==> config.mk <==
export PLATFORM = sky130hd
export DESIGN_NAME = branch_history_table
export DESIGN_NICKNAME = d
export VERILOG_FILES = /design/src/rtl/branch_history_table_pkg.sv /design/src/rtl/branch_history_table.sv
export SDC_FILE = /design/constraint.sdc
export NUM_CORES = 2
export LEC_CHECK = 0
export CORE_AREA = 2 2 378 754
export DETAILED_ROUTE_END_ITERATION = 16
export DIE_AREA = 0 0 380 756
export HOLD_SLACK_MARGIN = 0.12
export PLACE_DENSITY = 0.64
export RECOVER_POWER = 100
export SLEW_MARGIN = 20
export SYNTH_ARGS = -nofsm -noshare
export SYNTH_HDL_FRONTEND = slang
export SYNTH_SLANG_ARGS = --single-unit
==> constraint.sdc <==
create_clock -name clk_i -period 164.1 [get_ports clk_i]
set_input_delay 24.615 -clock clk_i [delete_from_list [all_inputs] [get_ports clk_i]]
set_output_delay 24.615 -clock clk_i [all_outputs]
set_load 0.02 [all_outputs]
==> src/rtl/branch_history_table_pkg.sv <==
// Shared types and the saturating-counter helper for the branch history table.
package branch_history_table_pkg;

    typedef struct packed {
        logic        valid;
        logic [63:0] pc;
        logic        taken;
    } bht_update_t;

    typedef struct packed {
        logic valid;
        logic taken;
    } bht_prediction_t;

    typedef struct packed {
        logic       valid;
        logic [1:0] cnt;
    } bht_entry_t;

    typedef enum logic {
        INIT,
        RUN
    } bht_state_e;

    // 2-bit saturating up/down counter step.
    function automatic logic [1:0] sat_inc_dec(input logic [1:0] cnt, input logic taken);
        logic [1:0] res;
        if (taken) begin
            res = (cnt == 2'b11) ? 2'b11 : cnt + 2'd1;
        end else begin
            res = (cnt == 2'b00) ? 2'b00 : cnt - 2'd1;
        end
        return res;
    endfunction

endpackage

==> src/rtl/branch_history_table.sv <==
// Direction predictor: one 2-bit saturating counter per entry, cleared by a
// one-entry-per-cycle sweep after reset or flush, trained by resolved branches.
module branch_history_table
    import branch_history_table_pkg::*;
#(
    parameter int unsigned NR_ENTRIES = 1024
) (
    input  logic            clk_i,
    input  logic            rst_ni,
    input  logic            flush_i,
    input  logic            debug_mode_i,
    input  logic [63:0]     vpc_i,
    input  bht_update_t     bht_update_i,
    output bht_prediction_t bht_prediction_o,
    output logic            busy_o
);

    localparam int unsigned IDX_W = $clog2(NR_ENTRIES);

    bht_state_e state_reg, state_next;
    logic [IDX_W-1:0] sweep_cnt_reg, sweep_cnt_next;

    bht_entry_t entries [NR_ENTRIES];

    logic             wr_en;
    logic [IDX_W-1:0] wr_idx;
    bht_entry_t       wr_data;

    logic [IDX_W-1:0] look_idx;
    logic [IDX_W-1:0] upd_idx;
    bht_entry_t       look_entry;
    bht_entry_t       upd_entry;

    // Bit 0 is dropped so that compressed (2-byte aligned) PCs get their own entry.
    assign look_idx   = vpc_i[IDX_W:1];
    assign upd_idx    = bht_update_i.pc[IDX_W:1];
    assign look_entry = entries[look_idx];
    assign upd_entry  = entries[upd_idx];

    logic unused_pc_bits;
    assign unused_pc_bits = ^{vpc_i[63:IDX_W+1], vpc_i[0],
                              bht_update_i.pc[63:IDX_W+1], bht_update_i.pc[0]};

    always_ff @(posedge clk_i or negedge rst_ni) begin
        if (!rst_ni) begin
            state_reg     <= INIT;
            sweep_cnt_reg <= '0;
        end else begin
            state_reg     <= state_next;
            sweep_cnt_reg <= sweep_cnt_next;
        end
    end

    always_comb begin
        state_next       = state_reg;
        sweep_cnt_next   = sweep_cnt_reg;
        wr_en            = 1'b0;
        wr_idx           = sweep_cnt_reg;
        wr_data          = '0;
        busy_o           = 1'b0;
        bht_prediction_o = '0;

        case (state_reg)
            INIT: begin
                busy_o = 1'b1;
                wr_en  = 1'b1;
                if (flush_i) begin
                    sweep_cnt_next = '0;
                end else if (sweep_cnt_reg == IDX_W'(NR_ENTRIES - 1)) begin
                    sweep_cnt_next = '0;
                    state_next     = RUN;
                end else begin
                    sweep_cnt_next = sweep_cnt_reg + 1'b1;
                end
            end
            RUN: begin
                // Read is taken before any same-cycle write lands: no bypass.
                bht_prediction_o.valid = look_entry.valid;
                bht_prediction_o.taken = look_entry.valid & look_entry.cnt[1];
                if (flush_i) begin
                    state_next     = INIT;
                    sweep_cnt_next = '0;
                end else if (bht_update_i.valid && !debug_mode_i) begin
                    wr_en         = 1'b1;
                    wr_idx        = upd_idx;
                    wr_data.valid = 1'b1;
                    if (!upd_entry.valid) begin
                        wr_data.cnt = bht_update_i.taken ? 2'b10 : 2'b01;
                    end else begin
                        wr_data.cnt = sat_inc_dec(upd_entry.cnt, bht_update_i.taken);
                    end
                end
            end
            default: begin
                state_next     = INIT;
                sweep_cnt_next = '0;
            end
        endcase
    end

    // Storage has no reset; the sweep establishes its contents.
    always_ff @(posedge clk_i) begin
        if (wr_en) begin
            entries[wr_idx] <= wr_data;
        end
    end

endmodule

## Word level (Yosys, flattened, before mapping)

Memory sizes are Yosys's and may differ from the RTL's.
Index checks and enable logic that the tools add are counted.
W data, S select, Z words.

| cells by class | value |
|---|---|
| add/subtract/negate cells | 3 |
| eq/ne operators | 3 |
| muxes and demuxes | 26 |
| bitwise logic cells | 2 |
| reduce and logical (&&, ||, !) cells | 3 |

Operator list:

| cell | number |
|---|---|
| $mux W10 | 6 |
| $pmux W10 S2 | 1 |
| $mux W2 | 6 |
| $add A10 B1 Y10 const B | 1 |
| $eq A10 B10 Y1 const B | 1 |
| $mux W3 | 3 |
| $mux W1 | 8 |
| $pmux W1 S2 | 2 |
| $add A2 B1 Y2 const B | 1 |
| $eq A2 B2 Y1 const B | 1 |
| $logic_not A2 Y1 | 1 |
| $ne A2 B2 Y1 const B | 1 |
| $sub A2 B1 Y2 const B | 1 |
| $and A1 B1 Y1 | 1 |
| $logic_and A1 B1 Y1 | 1 |
| $logic_not A1 Y1 | 1 |
| $not A1 Y1 | 1 |

| word-level totals | value |
|---|---|
| register bits | 11 |
| RAM bits | 3072 |
| input port bits | 134 |
| output and inout bits | 3 |
| word-level logic and storage cells | 40 |
| memories | 1 |

Memory list:

| memory | depth | bits a word | rd ports | clocked after memory_dff | write ports | line | text |
|---|---|---|---|---|---|---|---|
| entries | 1024 | 3 | 2 | 0 | 1 | branch_history_table.sv:23 | `bht_entry_t entries [NR_ENTRIES];` |

## Longest topological paths before layout

An unclocked memory read counts as a cell.

| logic depth | value |
|---|---|
| word-level depth | 8 |
| depth in mapped cells | 17 |
| gate-level depth less buffers | 10 |

## Worst setup path after synthesis

OpenSTA, ideal clock, no wires.

| timing path | value |
|---|---|
| path type | input -> register |
| start point | input bht_update_i[2] (netlist name) |
| end point | memory entries[0][0] (netlist name), data pin |
| setup time | 8.350 ns |
| arrival time | 68.367 ns |
| data required time | 155.750 ns |
| setup slack | 87.383 ns |
| cell stages on the path | 13 |
| path buffers | 4 |
| cells stage by stage | buf_4 -> buf_6 -> buf_2 -> buf_2 -> mux4_2 -> o22ai_1 -> nor3_1 -> nor4_1 -> nor3_1 -> o32ai_1 -> and3_1 -> a211oi_1 -> a211oi_1 |

RTL lines:

| element | line | text |
|---|---|---|
| start, declared | branch_history_table.sv:13 | `input bht_update_t bht_update_i,` |
| end, declared | branch_history_table.sv:23 |  |

==> impl_metrics.csv <==
group,metric,value,unit
run_status,status,"finished with violations",
run_status,failed_checks,"capacitance limit, slew limit",
global_routing,grt_remaining_overflow,0,
drt,vias,82500,
die,rows,276,
clock_network,cts_hold_buf,0,
synth,avgSynthCellArea,18.2,um^2
flow_run,maxCapViolCount,89,
drt,wl_per_cell,40.8,um
worst_setup_path,r2r-start,"state_reg",
synth,syn-cell-area,140000,um^2
power,peakVddDrop,9.68,uV
synth,synth-edff-count,3072,
synth,synth.distinct_cells,78,
worst_setup_path,cp.required,163.39,ns
clock_network,cts_buffers,287,
synth,yosys.area.top_type_share,65.9,%
drt,route.detailed.drc,0,
synth,synthArstFlopShare,0.357,%
layout,postLayoutCoreUtil,54.3,%
clock_network,clkTransAtPathRegs,0.06,ns
placement,pre_cts_slack,108.78,ns
placement,gp_congestion,0.930,
synth,yosysWarnings,0,
layout,num-fill-cells,22100,
timing,max_slew_margin,-568,%
worst_setup_path,worst_setup_path_start_kind,"input port",
timing,setup_viol,0,
synth,seq_area_frac_synth,66.1,%
drt,dr.first_iter.drc_count,12400,
timing,period_needed,61.16,ns
worst_hold_path,min_to,"sweep_cnt_reg[7]",
timing,slew_violations,4716,
worst_hold_path,hold_path_class,"reg2reg",
clock_network,cts_tree,"done",
timing,finalSetupTns,0,ns
synth,synthMuxAreaShare,23.6,%
global_routing,grt_pass1_vias,80400,
placement,place.port_buffers,28,
power,finalPower,1.63,mW
timing,fin_crit_sh,37.3,%
drt,wirelength,473000,um
layout,design.final.nets,7742,
clock_network,cts_buffer_depth,4,
worst_setup_path,crit_type,"in2reg",
timing,tightest_slew,10.02,ns
placement,post_dp_cell_area,144000,um^2
clock_network,cts_num_sinks,3083,
placement,post-dp-hpwl,289000,um
synth,synth_commonest_cells,"3072 x edfxtp_1, 1281 x mux4_2, 1108 x nor2_1",
clock_network,insertion_delay,0.89,ns
synth,synth_top_family_by_area,"multiplexers",
synth,syn_nets,7831,
global_routing,grtUsageTotal,32.9,%
worst_setup_path,rr_worst_depth,7,
power,power_density,10.7,nW/um^2
drt,antenna_left,0,
worst_hold_path,min_from,"sweep_cnt_reg[7]",
layout,fin_cells,11600,
die,fp.dieH,756,um
synth,synth_area_leaders,"edfxtp_1 66%, mux4_2 21%, nor2_1 3.0%",
die,core_area,282000,um^2
global_routing,grt_pass1_wl,654000,um
synth,synth_compound_area_share,3.28,%
layout,drive_gt1_share,24.9,%
clock_network,cts.repair.resized,0,
worst_setup_path,ff2ff_setup_slack,139.92,ns
global_routing,antenna_found_initial,48,
layout,finalInstanceArea,153000,um^2
timing,fmax,0.0163,GHz
placement,placedCellCount,11100,
clock_network,postCtsSetupRepairBufs,0,
die,pin_count,137,
synth,synth_area_leader_cell,"edfxtp_1",
clock_network,cts_root_buf,"clkbuf_16",
worst_hold_path,min_path_cells,1,
synth,synth-xor-area-share,0.0313,%
timing,fin_worst_skew,0.0589,ns
worst_setup_path,arrival,60.45,ns
timing,rsz0062_at_grt,"no",
worst_setup_path,r2r-end,"entries[140][1]",
synth,yosys_register_bits,3083,
clock_network,h-tree-depth,5,
die,start_util,49.6,%
layout,largest_reg_flops,3072,
synth,yosysMostFrequentCell,"edfxtp_1",
synth,ys.flop_type,"edfxtp_1",
timing,hold_violations,0,
drt,first_pass_iters,6,
power,power.leakage,52.3,nW
drt,viasPerCell,7.11,
worst_setup_path,crit_fanout,240,
timing,worst_slack,102.94,ns
die,die_w,380,um
synth,synth_fa_ha_area_share,0.00894,%
worst_setup_path,cp-end-kind,"flop",
synth,yosys.area_share.simple,4.65,%
die,die-area,287000,um^2
layout,syn_to_final_growth,9.37,%
timing,holdWs,0.613,ns
global_routing,grt_max_degree,241,
synth,synthCells,7696,
==> layout by cell type (no fill, tap or decap), types with 17 or more instances in the layout <==
cell,n
nand3_1,51
clkbuf_16,296
buf_4,163
a21oi_1,90
a31oi_1,27
a221oi_1,69
o31ai_1,22
clkinv_2,46
a22oi_1,49
bufinv_16,28
edfxtp_1,3072
nor3_1,64
o21ai_0,83
clkbuf_1,127
o221ai_1,70
nand2_1,206
nor2_1,1099
a211oi_1,28
mux2i_1,405
diode_2,20
mux4_2,1281
a221o_1,17
clkinvlp_4,18
nand2b_1,25
o22ai_1,76
clkinv_1,57
==> worst max-delay path: stages <==
cell and delay, ns:
clkbuf_1 5.18, clkbuf_1 1.99, clkbuf_1 1.45, clkbuf_1 2.60, clkbuf_1 1.95, clkbuf_1 2.21, mux4_2 0.71, o311ai_0 0.45
o22ai_1 0.46, a311oi_1 0.36, and4_1 0.40, a211o_1 0.17, nand2_1 0.07, a211oi_1 0.27, a31o_1 2.36, clkbuf_1 7.15
clkbuf_1 7.34
==> power by group <==
part / total [mW] / switching [mW] / internal, mW
combinational: 0.102 / 0.0670 / 0.0354
sequential: 0.853 / 0.000248 / 0.852
clock: 0.676 / 0.302 / 0.375
total: 1.63 / 0.369 / 1.26
==> area by class of cell <==
type / count / area, um^2 / share of cell area [%]
Inverter: 14 / 66.3 / 0.0433
Sequential cell: 3083 / 92500 / 60.5
Clock inverter: 166 / 1580 / 1.03
Clock buffer: 337 / 7560 / 4.94
Timing Repair Buffer: 285 / 2030 / 1.33
Tap cell: 3753 / 4700 / 3.07
Antenna cell: 20 / 50.0 / 0.0327
Multi-Input combinational cell: 3936 / 44500 / 29.1
==> worst max path at each step <==
stage | start | end | slack (ns) | cells past startpoint
2_1_floorplan | bht_update_i[2] | entries[0][0] | 87.38 | 13
3_3_place_gp | vpc_i[2] | bht_prediction_o[0] | 108.71 | 13
3_5_place_dp | vpc_i[2] | bht_prediction_o[0] | 108.78 | 13
4_1_cts | vpc_i[2] | bht_prediction_o[0] | 108.77 | 13
5_1_grt | bht_update_i[2] | entries[361][1] | 100.08 | 17
6_report | bht_update_i[2] | entries[140][1] | 102.94 | 17
==> per-layer routing <==
layer | track usage, % | vias to the layer above | routed length, um
met2 | 51.8 | 5701 | 223000
met3 | 7.20 | 1199 | 53600
met4 | 18.8 | 42 | 33800
met1 | 42.5 | 43800 | 162000
met5 | 0 | - | 307
li1 | - | 31700 | -
==> cell families (layout without fill, tap and decap cells) <==
group	after synthesis	count (layout)
xor gates and xnor gates	5	5
DFF	3083	3083
other	0	20
and+or+nand+nor	1585	1585
muxes	1702	1702
AOI/OAI and AO/OA	643	643
adders and majority gates	1	1
buffers and inverters	677	802
Power figures use the tool's default switching activity.
